`src/rtl/decode_pipe_stage_if.sv`:
```
// Handshake and data bundle for the MIPS decode stage: fetch input, write-back
// port and the ID/EX register outputs.
interface decode_pipe_stage_if #(
    parameter int DATA_W = 32,
    parameter int REG_AW = 5
) ();
    logic              in_valid;
    logic              in_ready;
    logic [31:0]       instr;
    logic [DATA_W-1:0] pc_4;
    logic              flush;
    logic              wb_en;
    logic [REG_AW-1:0] wb_addr;
    logic [DATA_W-1:0] wb_data;
    logic              out_valid;
    logic              out_ready;
    logic [5:0]        out_opcode;
    logic [5:0]        out_funct;
    logic [REG_AW-1:0] out_rs;
    logic [REG_AW-1:0] out_rt;
    logic [REG_AW-1:0] out_rd;
    logic [4:0]        out_shamt;
    logic [DATA_W-1:0] out_a;
    logic [DATA_W-1:0] out_b;
    logic [DATA_W-1:0] out_imm;
    logic [DATA_W-1:0] out_jump_addr;
    logic [DATA_W-1:0] out_pc_4;

    // Fetch/write-back/execute side.
    modport master (
        output in_valid, instr, pc_4, flush, wb_en, wb_addr, wb_data, out_ready,
        input  in_ready, out_valid, out_opcode, out_funct, out_rs, out_rt, out_rd,
               out_shamt, out_a, out_b, out_imm, out_jump_addr, out_pc_4
    );

    // Decode stage side.
    modport slave (
        input  in_valid, instr, pc_4, flush, wb_en, wb_addr, wb_data, out_ready,
        output in_ready, out_valid, out_opcode, out_funct, out_rs, out_rt, out_rd,
               out_shamt, out_a, out_b, out_imm, out_jump_addr, out_pc_4
    );
endinterface

```
`src/rtl/decode_pipe_stage.sv`:
```
// MIPS decode stage: register file, immediate/jump formation, ID/EX register and
// load-use stall. Define DECODE_BYPASS_EN for write-first operand capture.
module decode_pipe_stage #(
    parameter int DATA_W = 32,
    parameter int REG_AW = 5
) (
    input logic               clk,
    input logic               reset,
    decode_pipe_stage_if.slave bus
);
    localparam int NREG = 1 << REG_AW;

    localparam logic [5:0] OP_RTYPE = 6'h00;
    localparam logic [5:0] OP_BEQ   = 6'h04;
    localparam logic [5:0] OP_BNE   = 6'h05;
    localparam logic [5:0] OP_ANDI  = 6'h0C;
    localparam logic [5:0] OP_ORI   = 6'h0D;
    localparam logic [5:0] OP_XORI  = 6'h0E;
    localparam logic [5:0] OP_LUI   = 6'h0F;
    localparam logic [5:0] OP_LW    = 6'h23;
    localparam logic [5:0] OP_SW    = 6'h2B;

    logic [DATA_W-1:0] rf [NREG];

    logic [5:0]        opcode;
    logic [REG_AW-1:0] rs, rt, rd;
    logic [DATA_W-1:0] rd_a, rd_b, imm, jump_addr;
    logic              wb_live, uses_rt, stall, accept, xfer, lw_xfer;
    logic              load_pend;
    logic [REG_AW-1:0] load_dest;

    assign opcode    = bus.instr[31:26];
    assign rs        = REG_AW'(bus.instr[25:21]);
    assign rt        = REG_AW'(bus.instr[20:16]);
    assign rd        = REG_AW'(bus.instr[15:11]);
    assign wb_live   = bus.wb_en && (bus.wb_addr != '0);
    assign jump_addr = {bus.pc_4[DATA_W-1:28], bus.instr[25:0], 2'b00};

`ifdef DECODE_BYPASS_EN
    assign rd_a = (rs == '0) ? '0 : (wb_live && bus.wb_addr == rs) ? bus.wb_data : rf[rs];
    assign rd_b = (rt == '0) ? '0 : (wb_live && bus.wb_addr == rt) ? bus.wb_data : rf[rt];
`else
    assign rd_a = (rs == '0) ? '0 : rf[rs];
    assign rd_b = (rt == '0) ? '0 : rf[rt];
`endif

    // NOTE: every path assigns imm (default arm included), so no latch is inferred.
    always_comb begin
        case (opcode)
            OP_ANDI, OP_ORI, OP_XORI: imm = DATA_W'(bus.instr[15:0]);
            OP_LUI:  imm = {{(DATA_W-31){bus.instr[15]}}, bus.instr[14:0], 16'h0000};
            default: imm = {{(DATA_W-16){bus.instr[15]}}, bus.instr[15:0]};
        endcase
    end

    // rt is a destination for I-type ALU ops and loads, so it only stalls where it is read.
    assign uses_rt = opcode inside {OP_RTYPE, OP_BEQ, OP_BNE, OP_SW};
    assign stall   = load_pend && bus.in_valid &&
                     ((rs == load_dest) || (uses_rt && rt == load_dest));

    assign bus.in_ready = !reset && !bus.flush && !stall && (!bus.out_valid || bus.out_ready);
    assign accept       = bus.in_valid && bus.in_ready;
    assign xfer         = bus.out_valid && bus.out_ready;
    assign lw_xfer      = xfer && (bus.out_opcode == OP_LW) && (bus.out_rt != '0);

    // NOTE: the register file is cleared on reset, so it is built from resettable flops.
    always_ff @(posedge clk or posedge reset) begin
        if (reset) begin
            for (int i = 0; i < NREG; i++) rf[i] <= '0;
        end else if (wb_live) begin
            rf[bus.wb_addr] <= bus.wb_data;
        end
    end

    // NOTE: state updates use <= so every register samples pre-edge values.
    always_ff @(posedge clk or posedge reset) begin
        if (reset) begin
            bus.out_valid     <= 1'b0;
            bus.out_opcode    <= '0;
            bus.out_funct     <= '0;
            bus.out_rs        <= '0;
            bus.out_rt        <= '0;
            bus.out_rd        <= '0;
            bus.out_shamt     <= '0;
            bus.out_a         <= '0;
            bus.out_b         <= '0;
            bus.out_imm       <= '0;
            bus.out_jump_addr <= '0;
            bus.out_pc_4      <= '0;
            load_pend         <= 1'b0;
            load_dest         <= '0;
        end else begin
            load_pend <= lw_xfer;
            if (lw_xfer) load_dest <= bus.out_rt;

            if (bus.flush) begin
                bus.out_valid <= 1'b0;
                load_pend     <= 1'b0;
            end else if (accept) begin
                bus.out_valid     <= 1'b1;
                bus.out_opcode    <= opcode;
                bus.out_funct     <= bus.instr[5:0];
                bus.out_rs        <= rs;
                bus.out_rt        <= rt;
                bus.out_rd        <= rd;
                bus.out_shamt     <= bus.instr[10:6];
                bus.out_a         <= rd_a;
                bus.out_b         <= rd_b;
                bus.out_imm       <= imm;
                bus.out_jump_addr <= jump_addr;
                bus.out_pc_4      <= bus.pc_4;
            end else if (xfer) begin
                bus.out_valid <= 1'b0;
            end else if (bus.out_valid) begin
                // Held instruction picks up late write-backs to its source registers.
                if (wb_live && bus.wb_addr == bus.out_rs) bus.out_a <= bus.wb_data;
                if (wb_live && bus.wb_addr == bus.out_rt) bus.out_b <= bus.wb_data;
            end
        end
    end
endmodule

```
`src/flat_wrapper.sv`:
```
// flat-port wrapper written by rule: the top's interface ports become plain ports
module decode_pipe_stage_flat 
#(
    parameter int DATA_W = 32,
    parameter int REG_AW = 5
)
  (clk, reset, bus_in_valid, bus_instr, bus_pc_4, bus_flush, bus_wb_en, bus_wb_addr, bus_wb_data, bus_out_ready, bus_in_ready, bus_out_valid, bus_out_opcode, bus_out_funct, bus_out_rs, bus_out_rt, bus_out_rd, bus_out_shamt, bus_out_a, bus_out_b, bus_out_imm, bus_out_jump_addr, bus_out_pc_4);
  decode_pipe_stage_if #(.DATA_W(DATA_W), .REG_AW(REG_AW)) bus_i ();
  input logic clk;
  input logic reset;
  input wire logic [$bits(bus_i.in_valid)-1:0] bus_in_valid;
  input wire logic [$bits(bus_i.instr)-1:0] bus_instr;
  input wire logic [$bits(bus_i.pc_4)-1:0] bus_pc_4;
  input wire logic [$bits(bus_i.flush)-1:0] bus_flush;
  input wire logic [$bits(bus_i.wb_en)-1:0] bus_wb_en;
  input wire logic [$bits(bus_i.wb_addr)-1:0] bus_wb_addr;
  input wire logic [$bits(bus_i.wb_data)-1:0] bus_wb_data;
  input wire logic [$bits(bus_i.out_ready)-1:0] bus_out_ready;
  output wire logic [$bits(bus_i.in_ready)-1:0] bus_in_ready;
  output wire logic [$bits(bus_i.out_valid)-1:0] bus_out_valid;
  output wire logic [$bits(bus_i.out_opcode)-1:0] bus_out_opcode;
  output wire logic [$bits(bus_i.out_funct)-1:0] bus_out_funct;
  output wire logic [$bits(bus_i.out_rs)-1:0] bus_out_rs;
  output wire logic [$bits(bus_i.out_rt)-1:0] bus_out_rt;
  output wire logic [$bits(bus_i.out_rd)-1:0] bus_out_rd;
  output wire logic [$bits(bus_i.out_shamt)-1:0] bus_out_shamt;
  output wire logic [$bits(bus_i.out_a)-1:0] bus_out_a;
  output wire logic [$bits(bus_i.out_b)-1:0] bus_out_b;
  output wire logic [$bits(bus_i.out_imm)-1:0] bus_out_imm;
  output wire logic [$bits(bus_i.out_jump_addr)-1:0] bus_out_jump_addr;
  output wire logic [$bits(bus_i.out_pc_4)-1:0] bus_out_pc_4;
  assign bus_i.in_valid = bus_in_valid;
  assign bus_i.instr = bus_instr;
  assign bus_i.pc_4 = bus_pc_4;
  assign bus_i.flush = bus_flush;
  assign bus_i.wb_en = bus_wb_en;
  assign bus_i.wb_addr = bus_wb_addr;
  assign bus_i.wb_data = bus_wb_data;
  assign bus_i.out_ready = bus_out_ready;
  assign bus_in_ready = bus_i.in_ready;
  assign bus_out_valid = bus_i.out_valid;
  assign bus_out_opcode = bus_i.out_opcode;
  assign bus_out_funct = bus_i.out_funct;
  assign bus_out_rs = bus_i.out_rs;
  assign bus_out_rt = bus_i.out_rt;
  assign bus_out_rd = bus_i.out_rd;
  assign bus_out_shamt = bus_i.out_shamt;
  assign bus_out_a = bus_i.out_a;
  assign bus_out_b = bus_i.out_b;
  assign bus_out_imm = bus_i.out_imm;
  assign bus_out_jump_addr = bus_i.out_jump_addr;
  assign bus_out_pc_4 = bus_i.out_pc_4;
  decode_pipe_stage #(.DATA_W(DATA_W), .REG_AW(REG_AW)) u_core (.clk(clk), .reset(reset), .bus(bus_i));
endmodule
```
`config.mk`:
```
export PLATFORM = sky130hd
export DESIGN_NAME = decode_pipe_stage_flat
export DESIGN_NICKNAME = d
export VERILOG_FILES = /design/src/rtl/decode_pipe_stage_if.sv /design/src/rtl/decode_pipe_stage.sv /design/src/flat_wrapper.sv
export SDC_FILE = /design/constraint.sdc
export NUM_CORES = 2
export LEC_CHECK = 0
export BUFFER_PORTS_ARGS = -buffer_cell sky130_fd_sc_hd__buf_2
export CAP_MARGIN = 20
export CELL_PAD_IN_SITES_DETAIL_PLACEMENT = 1
export CELL_PAD_IN_SITES_GLOBAL_PLACEMENT = 1
export CORE_UTILIZATION = 25
export CTS_CLUSTER_SIZE = 28
export DETAILED_ROUTE_END_ITERATION = 6
export GPL_ROUTABILITY_DRIVEN = 0
export PLACE_DENSITY = 0.54
export SLEW_MARGIN = 15
export SYNTH_ARGS = -nofsm -noshare
export SYNTH_HDL_FRONTEND = slang
export SYNTH_SLANG_ARGS = --single-unit
export TNS_END_PERCENT = 100
```
`constraint.sdc`:
```
create_clock -name clk -period 115.1 [get_ports clk]
set_input_delay 17.265 -clock clk [delete_from_list [all_inputs] [get_ports clk]]
set_output_delay 17.265 -clock clk [all_outputs]
set_load 0.02 [all_outputs]
```
After elaboration in Yosys (flattened, before gate mapping)
Cells that the tools add are included.
{ "word_totals": {"reg_bits": 1221, "latch_bits": 0, "ram_bits": 0, "rom_bits": 0, "inputBits": 107, "memories": 0} }
{ "op_classes": {"add_sub_neg": 0, "multipliers": 0, "n_div": 0, "n_lt_le_gt_ge": 4, "n_eq_ne": 13, "shifts": 0, "n_mux": 24, "bitwise": 4, "reduce_logical": 34} }
{ "ops": {"columns": ["cell", "count"], "rows": [
  ["$bwmux W1024", 1],
  ["$mux W32", 15],
  ["$bmux W32 S5", 2],
  ["$demux W32 S5", 1],
  ["$pmux W32 S2", 1],
  ["$eq A6 B4 Y1 const B", 4],
  ["$eq A5 B5 Y1", 4],
  ["$ge A6 B6 Y1 const B", 3],
  ["$not A5 Y6", 3],
  ["$logic_and A1 B1 Y1", 14],
  ["$eq A6 B3 Y1 const B", 2],
  ["$eq A6 B6 Y1 const B", 2],
  ["$logic_not A5 Y1", 2],
  ["$reduce_bool A5 Y1", 2],
  ["$reduce_and A4 Y1", 2],
  ["$logic_not A6 Y1", 1],
  ["$lt A6 B1 Y1 const B", 1],
  ["$reduce_bool A2 Y1", 3],
  ["$logic_not A1 Y1", 4],
  ["$mux W1", 4],
  ["$reduce_bool A4 Y1", 1],
  ["$reduce_bool A3 Y1", 1],
  ["$reduce_or A3 Y1", 1],
  ["$logic_or A1 B1 Y1", 2],
  ["3 further kinds", 3]
]} }

Logic depth before layout (Yosys ltp)
{ "logic_depth": {"depth_word": 11, "depth_mapped": 11} }

Worst setup path after synthesis
Ideal clock, no wire load.
{ "synth_path": {"path_kind": "input-to-output", "from": "in bus_instr[17]", "to": "out bus_in_ready", "t_arrival_ps": 18416, "t_required_ps": 97835, "setup_slack_ps": 79419, "cell_stages": 6, "path_buffers": 1, "cell_sequence": "buf_4 > xor2_1 > nor4_2 > o21ai_0 > o31ai_1 > a31oi_1"} }
{ "synth_between": {"elab_chain_cells": 7} }
{ "synth_lines": {"columns": ["item", "line", "source"], "rows": [
  ["start: declaration", "flat_wrapper.sv:12", "input wire logic [$bits(bus_i.instr)-1:0] bus_instr;"],
  ["$eq A5 B5 Y1", "decode_pipe_stage.sv:59", "((rs == load_dest) || (uses_rt && rt == load_dest));"],
  ["$logic_and A1 B1 Y1", "decode_pipe_stage.sv:59", null],
  ["$logic_or A1 B1 Y1", "decode_pipe_stage.sv:59", null],
  ["$logic_and A1 B1 Y1", "decode_pipe_stage.sv:58", "assign stall = load_pend && bus.in_valid &&"],
  ["$logic_not A1 Y1", "decode_pipe_stage.sv:61", "assign bus.in_ready = !reset && !bus.flush && !stall && (!bus.out_valid || bus.out_ready);"],
  ["$logic_and A1 B1 Y1 (2 in a row)", "decode_pipe_stage.sv:61", null],
  ["end: declaration", "flat_wrapper.sv:19", "output wire logic [$bits(bus_i.in_ready)-1:0] bus_in_ready;"]
]} }
No other way between the ends.

Final worst setup path
Same ends and word-level chain as after synthesis.

==> summary.txt <==
Placement
  – DPL Wire Length: 132,000 um
  – Port buffer count: 298
  – Place WS: 78,620 ps

Final layout
  – Layout net count: between 4,000 and 5,000
  – Synthesis-to-finish area growth: 14.6%
  – Commonest non-fill, non-tap cell in the layout: dfrtp_1
  – Share of post-route cells with drive strength above 1: 0.476
  – Most frequent cells in the layout: dfrtp_1, mux2_2, mux4_2
  – Fill cell count: 25,700

Critical path
  – Worst-path maximum fanout: 61
  – Req. time, crit path: 97,830 ps
  – Crit-path cells: buf_8, xor2_1, nor4_2, o21ai_0, o31ai_1, a31oi_1, buf_2
  – Kind of start point of the critical path: input pin
  – Cell family with most CP delay: buffers and inverters
  – Slowest cell on crit path: buf_8
  – CP Buf/Inv Count: 2
  – Worst setup EP type: primary output
  – CP peak stage delay: roughly 480 ps
  – Worst Path Arrival: 19,090 ps
  – WS Path Type: input pin to primary output

Floorplan
  – Die ar.: 246,000 um^2
  – Core area: 241,000 um^2
  – Die Y: 496 um
  – Die Width: 496 um
  – I/O pin total: roughly 300
  – Core Rows: between 150 and 200
  – Initial Util: 0.252

Yosys
  – Fraction of registers with async set/reset: 1.00
  – Mux contribution to synthesized area: 0.382
  – Seq cells post-synth: 1,191
  – Simple-Gate Fraction of Synth Area: 0.0432
  – Seq/Total Area, Yosys: 0.489
  – Mapped Cells: 4,316
  – Ys flop type: dfrtp_1
  – Avg Inst Size Synth: 14.1 um^2
  – Xor/xnor share of the synthesized area: 0.00288
  – Synth Area in Adders: 0
  – Cell Area, Synth: 60,900 um^2
  – Yosys top cell area share: 0.489
  – Main combinational cell family by area after synthesis: multiplexers
  – Post-synthesis compound-gate area fraction: 0.0415
  – Yosys top cell by area: dfrtp_1
  – Yosys cell types: 58
  – Post-synth EDFFs: 0
  – YS warnings: 0
  – Area contributors post-synth: dfrtp_1, mux2_2, mux4_2, mux2i_1, nand2_1

Timing
  – Final hold viol count: 0
  – Max Slew Vio Count: 0
  – Post-route minimum period: 36,360 ps
  – RSZ-0062 raised after global routing: no
  – TNS Setup: 0 ps
  – Final period util: 0.316
  – Max transition margin: 0.246
  – Post-route worst setup slack: just under 80,000 ps
  – Slew @ Worst Pin: 1130 ps
  – Final setup violation count: 0
  – Maximum operating frequency: 0.0275 GHz
  – Fin Clk Skew: 27.6 ps

Detailed routing
  – M1 WL: 98,900 um
  – Metal3 WL: 10,700 um
  – Post-DRT Antenna Nets: 0
  – Via density: 5.19
  – Routed Wire Length: ~230,000 um
  – Top Metal Used: met5
  – DRC: 0
  – Post-DR wirelength/cell: just under 30 um
  – Routed via count: 39,800
  – DRT Pass-1 Iters: 6
  – Initial DRC Count: 2,955
  – Met2 WL: 110,000 um

CTS
  – Htree depth: 4
  – Clock transition at the registers of the reported paths: 50 ps
  – Worst-Skew Late Latency: about 810 ps
  – CTS Buf Count: 142
  – Clock Path Buffers: 3
  – Setup repair bufs after CTS: 0
  – Resized Gates After CTS: 0
  – CTS root buffer: clkbuf_16
  – CTS Sinks: 1,191
  – Post-CTS Hold Buffers: 0
  – CTS tree: built

Power
  – Power Density: 18.1 nW/um^2
  – IR Drop Worst-Case VDD: ~0.000013 V
  – Leak: 30.1 nW

Worst hold path
  – HP Class: register to register

Global routing
  – Maximum number of pins on one net before global-route repair: between 150 and 200
  – Vias in the first global route: approximately 43,000
  – Total Routing Usage GR: 0.186
  – Remaining Overflow, GRT: 0
  – Initial antenna violation count: 16
  – First-pass GRT wire length: approximately 330,000 um

Job
  – Max-cap violations: 0

Outcome
  – Outcome: finished, final reports clean
==> flip-flops by register name (all words and copies together), names as in the netlist, 6 cells and up <==
| register | cells |
|---|---|
| u_core.bus.out_a | 32 |
| u_core.bus.out_b | 32 |
| u_core.bus.out_imm | 32 |
| u_core.bus.out_jump_addr | 6 |
| u_core.bus.out_opcode | 6 |
| u_core.bus.out_pc_4 | 31 |
| u_core.rf | 1024 |
==> Yosys cell counts (26+ instances only) <==
cell / instances
dfrtp_1: 1191
mux2_2: 995
mux4_2: 469
nand2_1: 339
clkbuf_1: 235
o22ai_1: 166
mux2i_1: 143
buf_2: 119
nor2_1: 96
nand3_1: 74
buf_4: 72
a31oi_1: 66
a21oi_1: 51
buf_1: 38
nor3_1: 31
o21ai_0: 27
a22oi_1: 26
==> routing by layer <==
metal / GRT usage / vias to the layer above
met5: 0 / -
met4: 0.0580 / 8
met3: 0.0292 / 361
met2: 0.308 / 1040
met1: 0.248 / 22100
li1: - / 16400
==> per-stage QoR <==
stage	utilization	total power [mW]	cell area, um^2	instances	hold slack [ps]
floorplan	-	0.734	60900	4317	441
global placement	0.269	0.801	65000	7415	376
detailed placement	0.269	0.812	65100	7417	383
CTS	0.289	1.28	69700	7664	395
global route	0.289	1.32	69700	7667	405
finish	0.289	1.26	69800	7671	390
==> path summary, 6_finish.rpt <==
kind / slack, ps / from / cells past startpoint / end
max in group asynchronous: 95310 / reset / 5 / u_core.bus.out_a[26]
min in group asynchronous: 16610 / reset / 2 / u_core.bus.out_valid
worst min register to register: 390 / u_core.rf[994] / 0 / u_core.rf[994]
worst max-delay path: 78740 / bus_instr[17] / 7 / bus_in_ready
worst min-delay path: 390 / u_core.rf[994] / 0 / u_core.rf[994]
worst max register to register: 111980 / u_core.load_dest[1] / 7 / u_core.bus.out_a[9]
==> cells by family after synthesis <==
kind of cell	count (synthesis)
AOI/OAI and AO/OA	393
xor gates and xnor gates	20
buffers and inverters	495
DFF	1191
muxes	1610
other	1
and+or+nand+nor	606
==> power breakdown <==
group	internal [mW]	switching, mW
registers	0.497	0.0567
logic	0.134	0.115
clock network	0.268	0.191
total	0.899	0.363
==> layout make-up <==
| cell class | count | area, um^2 | area share |
|---|---|---|---|
| clock buffer | 213 | 4200 | 0.0603 |
| tap | 3185 | 3990 | 0.0571 |
| timing repair buffer | 406 | 2470 | 0.0355 |
| sequential | 1191 | 29800 | 0.427 |
| clock inverter | 34 | 450 | 0.00646 |
| antenna | 6 | 15.0 | 0.000215 |
| inverter | 5 | 26.3 | 0.000377 |
| multi-input combinational | 2631 | 28800 | 0.413 |
(Power assumes the default switching activity.)
